--- config.mk ---
export PLATFORM = sky130hd
export DESIGN_NAME = mem_burst_ctrl
export DESIGN_NICKNAME = d
export VERILOG_FILES = /design/src/rtl/mem_burst_ctrl.sv
export SDC_FILE = /design/constraint.sdc
export NUM_CORES = 1
export LEC_CHECK = 0
export ABC_AREA = 1
export BUFFER_PORTS_ARGS = -buffer_cell sky130_fd_sc_hd__buf_2
export CELL_PAD_IN_SITES_DETAIL_PLACEMENT = 1
export CELL_PAD_IN_SITES_GLOBAL_PLACEMENT = 1
export CORE_UTILIZATION = 37
export CTS_BUF_LIST = sky130_fd_sc_hd__clkbuf_8
export CTS_CLUSTER_DIAMETER = 30
export DETAILED_ROUTE_END_ITERATION = 16
export PLACE_DENSITY_LB_ADDON = 0.1
export REMOVE_ABC_BUFFERS = 1
export SLEW_MARGIN = 20
export SYNTH_ARGS = -nofsm -noshare
export SYNTH_HDL_FRONTEND = slang
export SYNTH_SLANG_ARGS = --single-unit
--- constraint.sdc ---
create_clock -name clk -period 2.4 [get_ports clk]
set_input_delay 0.36 -clock clk [delete_from_list [all_inputs] [get_ports clk]]
set_output_delay 0.36 -clock clk [all_outputs]
set_load 0.005 [all_outputs]
--- src/rtl/mem_burst_ctrl.sv ---
// Burst engine: WRITE / READ / CLEAR bursts from one command into NUM_BANKS 1-cycle SRAMs.
// Latency: writes issue in the beat's own cycle; first read beat 2 cycles after the accept edge, then 1/cycle.
// Backpressure: wr_ready only in WRITE; rd_ready low parks data in a 2-entry buffer and pauses read issue.
//
// Ports:
//   clk, reset                     rising-edge clock, asynchronous active-high reset
//   cmd_valid/ready/op/bank/addr/len  command channel (op 00 NOP, 01 WRITE, 10 READ, 11 CLEAR)
//   wr_valid/ready/data            write-data stream
//   rd_valid/ready/data            read-data stream (registered buffer head)
//   mem_we/addr/data_in            SRAM drive, one-hot write enable, shared address and data
//   mem_data_out                   SRAM read data, bank b at [b*DATA_W +: DATA_W]
//   busy, err                      activity flag, 1-cycle pulse for a rejected bank
module mem_burst_ctrl #(
   parameter int DATA_W    = 8,
   parameter int ADDR_W    = 8,
   parameter int NUM_BANKS = 2,
   parameter int LEN_W     = 8,
   localparam int BANK_W   = (NUM_BANKS > 1) ? $clog2(NUM_BANKS) : 1
) (
   input  logic                        clk,
   input  logic                        reset,
   input  logic                        cmd_valid,
   output logic                        cmd_ready,
   input  logic [1:0]                  cmd_op,
   input  logic [BANK_W-1:0]           cmd_bank,
   input  logic [ADDR_W-1:0]           cmd_addr,
   input  logic [LEN_W-1:0]            cmd_len,
   input  logic                        wr_valid,
   output logic                        wr_ready,
   input  logic [DATA_W-1:0]           wr_data,
   output logic                        rd_valid,
   input  logic                        rd_ready,
   output logic [DATA_W-1:0]           rd_data,
   output logic [NUM_BANKS-1:0]        mem_we,
   output logic [ADDR_W-1:0]           mem_addr,
   output logic [DATA_W-1:0]           mem_data_in,
   input  logic [NUM_BANKS*DATA_W-1:0] mem_data_out,
   output logic                        busy,
   output logic                        err
);

   localparam logic [1:0] OP_NOP   = 2'b00;
   localparam logic [1:0] OP_WRITE = 2'b01;
   localparam logic [1:0] OP_READ  = 2'b10;

   localparam logic [BANK_W:0] BANK_LIMIT = (BANK_W+1)'(NUM_BANKS);

   typedef enum logic [2:0] {S_IDLE, S_WRITE, S_READ, S_CLEAR, S_DRAIN} state_t;

   state_t              state;
   logic [BANK_W-1:0]   bank;
   logic [ADDR_W-1:0]   addr;
   logic [LEN_W-1:0]    cnt;
   logic                err_q;
   logic                inflight;      // a read was issued last cycle; its data is on mem_data_out now
   logic [1:0]          fifo_cnt;
   logic [DATA_W-1:0]   fifo_q0;       // head
   logic [DATA_W-1:0]   fifo_q1;

   logic                wr_fire;
   logic                clr_fire;
   logic                rd_issue;
   logic                pop;
   logic                push;
   logic                word_done;
   logic [2:0]          occ;
   logic [DATA_W-1:0]   bank_rd;

   assign cmd_ready = (state == S_IDLE);
   assign wr_ready  = (state == S_WRITE);
   assign wr_fire   = wr_ready & wr_valid;
   assign clr_fire  = (state == S_CLEAR);

   assign rd_valid  = (fifo_cnt != 2'd0);
   assign rd_data   = fifo_q0;
   assign pop       = rd_valid & rd_ready;
   assign push      = inflight;

   // Buffer occupancy including the word in flight. A pop this cycle frees a slot before
   // the new word can land (it lands one cycle later), so it counts as credit; this keeps
   // back-to-back reads at one word per cycle without ever overrunning the 2 entries.
   assign occ       = 3'(fifo_cnt) + 3'(inflight);
   assign rd_issue  = (state == S_READ) && (occ < (pop ? 3'd3 : 3'd2));
   assign word_done = wr_fire | clr_fire | rd_issue;

   assign mem_we      = (wr_fire || clr_fire) ? (NUM_BANKS'(1) << bank) : '0;
   assign mem_addr    = addr;
   assign mem_data_in = wr_fire ? wr_data : '0;
   assign bank_rd     = mem_data_out[int'(bank)*DATA_W +: DATA_W];

   assign busy = (state != S_IDLE) || rd_valid;
   assign err  = err_q;

   always_ff @(posedge clk or posedge reset) begin
      if (reset) begin
         state    <= S_IDLE;
         bank     <= '0;
         addr     <= '0;
         cnt      <= '0;
         err_q    <= 1'b0;
         inflight <= 1'b0;
      end else begin
         err_q    <= 1'b0;
         inflight <= rd_issue;
         if (word_done) begin
            addr <= addr + ADDR_W'(1);
            cnt  <= cnt - LEN_W'(1);
         end
         case (state)
            S_IDLE: begin
               if (cmd_valid && (cmd_op != OP_NOP)) begin
                  if ({1'b0, cmd_bank} >= BANK_LIMIT) begin
                     err_q <= 1'b1;
                  end else begin
                     bank <= cmd_bank;
                     addr <= cmd_addr;
                     cnt  <= cmd_len;
                     case (cmd_op)
                        OP_WRITE: state <= S_WRITE;
                        OP_READ:  state <= S_READ;
                        default:  state <= S_CLEAR;
                     endcase
                  end
               end
            end
            S_WRITE: if (wr_fire && (cnt == '0)) state <= S_IDLE;
            S_CLEAR: if (cnt == '0) state <= S_IDLE;
            S_READ:  if (rd_issue && (cnt == '0)) state <= S_DRAIN;
            S_DRAIN: begin
               // Leave once nothing is in flight and the buffer empties at this edge.
               if (!inflight && ((fifo_cnt == 2'd0) || ((fifo_cnt == 2'd1) && pop)))
                  state <= S_IDLE;
            end
            default: state <= S_IDLE;
         endcase
      end
   end

   // Two-entry read buffer, head always in fifo_q0.
   always_ff @(posedge clk or posedge reset) begin
      if (reset) begin
         fifo_cnt <= 2'd0;
         fifo_q0  <= '0;
         fifo_q1  <= '0;
      end else begin
         case ({push, pop})
            2'b10: begin
               if (fifo_cnt == 2'd0) fifo_q0 <= bank_rd;
               else                  fifo_q1 <= bank_rd;
               fifo_cnt <= fifo_cnt + 2'd1;
            end
            2'b01: begin
               fifo_q0  <= fifo_q1;
               fifo_cnt <= fifo_cnt - 2'd1;
            end
            2'b11: begin
               if (fifo_cnt == 2'd1) begin
                  fifo_q0 <= bank_rd;
               end else begin
                  fifo_q0 <= fifo_q1;
                  fifo_q1 <= bank_rd;
               end
            end
            default: ;
         endcase
      end
   end

endmodule

==> results.ini <==
[sta]
grt_setup_unrepaired = no
finClkSkew_ps = 5.834
setup_violations = 0
tightest_slew_ps = 670.3
fmax_mhz = 460.9
finalHoldViolCount = 0
fin_setup_tns_ps = 0
fin_crit_ps = 2170
finalCritPeriodShare_pct = 90.40
finalMaxSlewViolations = 0
max-slew-margin-rel_pct = 55.21

[cts]
clockBufferDepth = 2
cts-htree-levels = 2
root_buffer = clkbuf_8
clk_latency_ps = 300
cts_resized = 0
numCtsBuffers = 5
cts_tree = built
path_clk_slew_ps = 90
post_cts_buffers = 0
hold_buffers = 0
numClockSinks = 39

[power]
ir_drop_mv = 0.4275
p_total_uw = 3902
power_leakage_uw = 0.001802
p_per_area_mw_per_mm2 = 1221

[drt]
wl_met1_mm = 3.230
drt-initial-drc-count = 77
wl_met3_um = 344
viasPerCell = 4.737
wl_per_cell_um = 12.46
via_count = 2615
ant_nets = 0
first_pass_iters = 4
wirelength_mm = 6.876
met2_length_mm = 3.253
highest_layer = met4
drc = 0

[global_route]
grt_pass1_vias = 2567
grt.overflow.total = 0
antenna_found_initial = 0
grt_use_total_pct = 20.10
grt_max_degree = 40
grt_pass1_wl_mm = 11.76

[layout]
areaGrowthSynthToFinish_pct = 22.62
num_antenna_cells = 0
nets = 513
drive_gt1_share_pct = 24.12
utilization_pct = 47.02
nFillCells = 918

[synthesis]
ys_warn_count = 0
synthDominantCellAreaShare_pct = 37.46
synth_cell_type_count = 31
seq_area_frac_synth_pct = 37.46
yosysTopAreaCell = dfrtp_1
synth_top_cells_by_area = dfrtp_1 (37%), nand2_1 (15%), inv_1 (8.6%)
syn-instance-count = 376
mappedNetlistArea_sq_mm = 0.002605
syn_area_per_cell_sq_um = 6.928
synth-seq-cells = 39

[die]
die-area_sq_mm = 0.007380
die_y_um = 85.91
initial_core_util_pct = 38.34
die_width_um = 85.91
pin_count = 79
core_sq_mm = 0.006794
rows = 30

[critical_path]
cp_max_fo = 8
critPathRequiredTime_ps = 2620
cp.arrival_ps = 2390
start_kind = flip-flop
path_class = reg -> reg
cp-end-kind = flip-flop

[min_path]
hp-class = in -> async

[flow_run]
maxCapViolations = 0

[status]
outcome = finished, final reports clean

[placed_design]
io_buffers = 77
routabilityCongestion = 0.7450
dp_hpwl_mm = 5.211

-- kinds of logic after synthesis --
logic type               Yosys count  synth area share [%]
buffers and inverters             72                 11.48
adder cells (fa/ha/maj)           10                 4.803
AO/OA/AOI/OAI                     45                 10.09
flip-flops                        39                 37.46
AND/OR/NAND/NOR                  201                 33.33
XOR/XNOR                           8                 2.689
other                              1                0.1440
-- stage by stage --
stage | worst slack, ps | cells | instance area (sq um) | hold WS [ps]
final | 230.4 | 552 | 3194 | 174.8
after global placement | 379.8 | 544 | 3082 | 502.4
after global routing | 22.69 | 552 | 3194 | 228.9
after floorplan | 398.6 | 366 | 2539 | 476.2
after detailed placement | 227.0 | 544 | 3082 | 525.0
after CTS | 204.3 | 552 | 3194 | 197.1
-- flip-flops by register name, summed over array words and instances (netlist names) --
| signal | count |
|---|---|
| fifo_q1 | 8 |
| bank | 1 |
| mem_addr | 8 |
| state | 3 |
| cnt | 8 |
| fifo_cnt | 2 |
| rd_data | 8 |
| inflight | 1 |
-- area by class of cell --
cell class / count / area [sq um] / area share (%)
clock buffers: 5 / 68.82 / 2.154
repair buffers: 82 / 422.9 / 13.24
inverters: 62 / 232.7 / 7.286
multi-input cells: 265 / 1330 / 41.64
well taps: 96 / 120.1 / 3.760
clock inverters: 3 / 43.79 / 1.371
flip-flops and latches: 39 / 975.9 / 30.55
-- layer usage --
metal  global-route usage, %  vias to the layer above
li1                        -                     1334
met1                   25.77                     1215
met2                   34.70                       62
met3                   3.946                        4
met4                   5.000                        0
met5                       0                        -
-- worst max-delay path, cell delays in order, from the launching register on --
cell and delay [ps]:
dfrtp_1 410, inv_1 60, ha_1 250, nor2_1 230, ha_1 220, inv_1 60
a21boi_1 550, nand2_1 120, a31oi_1 170
-- cell usage in the layout (no fill, tap or decap), drive strengths merged, types with 2 or more instances in the layout --
cell,n
clkinv,3
a31oi,13
nor3,3
buf,82
nand2,106
xor2,4
o211ai,2
xnor2,4
a21oi,4
nand3,35
dfrtp,39
o21ai,23
nand4,3
or2,14
inv,61
ha,10
nor2,38
clkbuf,5
-- cell usage after synthesis --
master,count
nor2_1,37
and2_1,1
clkbuf_1,1
or2_2,14
a21boi_1,1
nand3_1,35
nand2_1,104
a21oi_1,4
dfrtp_1,39
nand3b_1,1
ha_1,10
xnor2_1,4
conb_1,1
buf_8,1
xor2_1,4
o21ai_0,22
o21ai_2,1
o211ai_2,1
a31oi_1,13
inv_2,1
buf_2,5
clkinv_1,1
o21a_1,1
nand2_4,2
inv_1,60
a22oi_1,1
o211ai_1,1
nand4_1,3
buf_4,3
nor2_2,1
nor3_1,3
-- path summary, 6_finish.rpt --
kind                              from     endpoint  slack, ps  depth (start not counted)
setup reg to reg           fifo_cnt[0]   rd_data[1]        230                          8
setup / recovery           fifo_cnt[0]   rd_data[1]        230                          8
max in group asynchronous        reset  mem_addr[5]       1870                          3
hold reg to reg            fifo_cnt[0]  fifo_cnt[0]        540                          1
hold / removal                   reset   rd_data[5]        170                          3
min in group clk            cmd_len[6]       cnt[6]        270                          3
-- where the power goes --
group          switching, uW  total, uW  leakage (uW)  internal (uW)
clock                    257        567     0.0000581            310
combinational           1230       2080       0.00128            845
sequential               269       1260      0.000465            986
total                   1760       3900       0.00180           2140
Power figures use the tool's default switching activity.
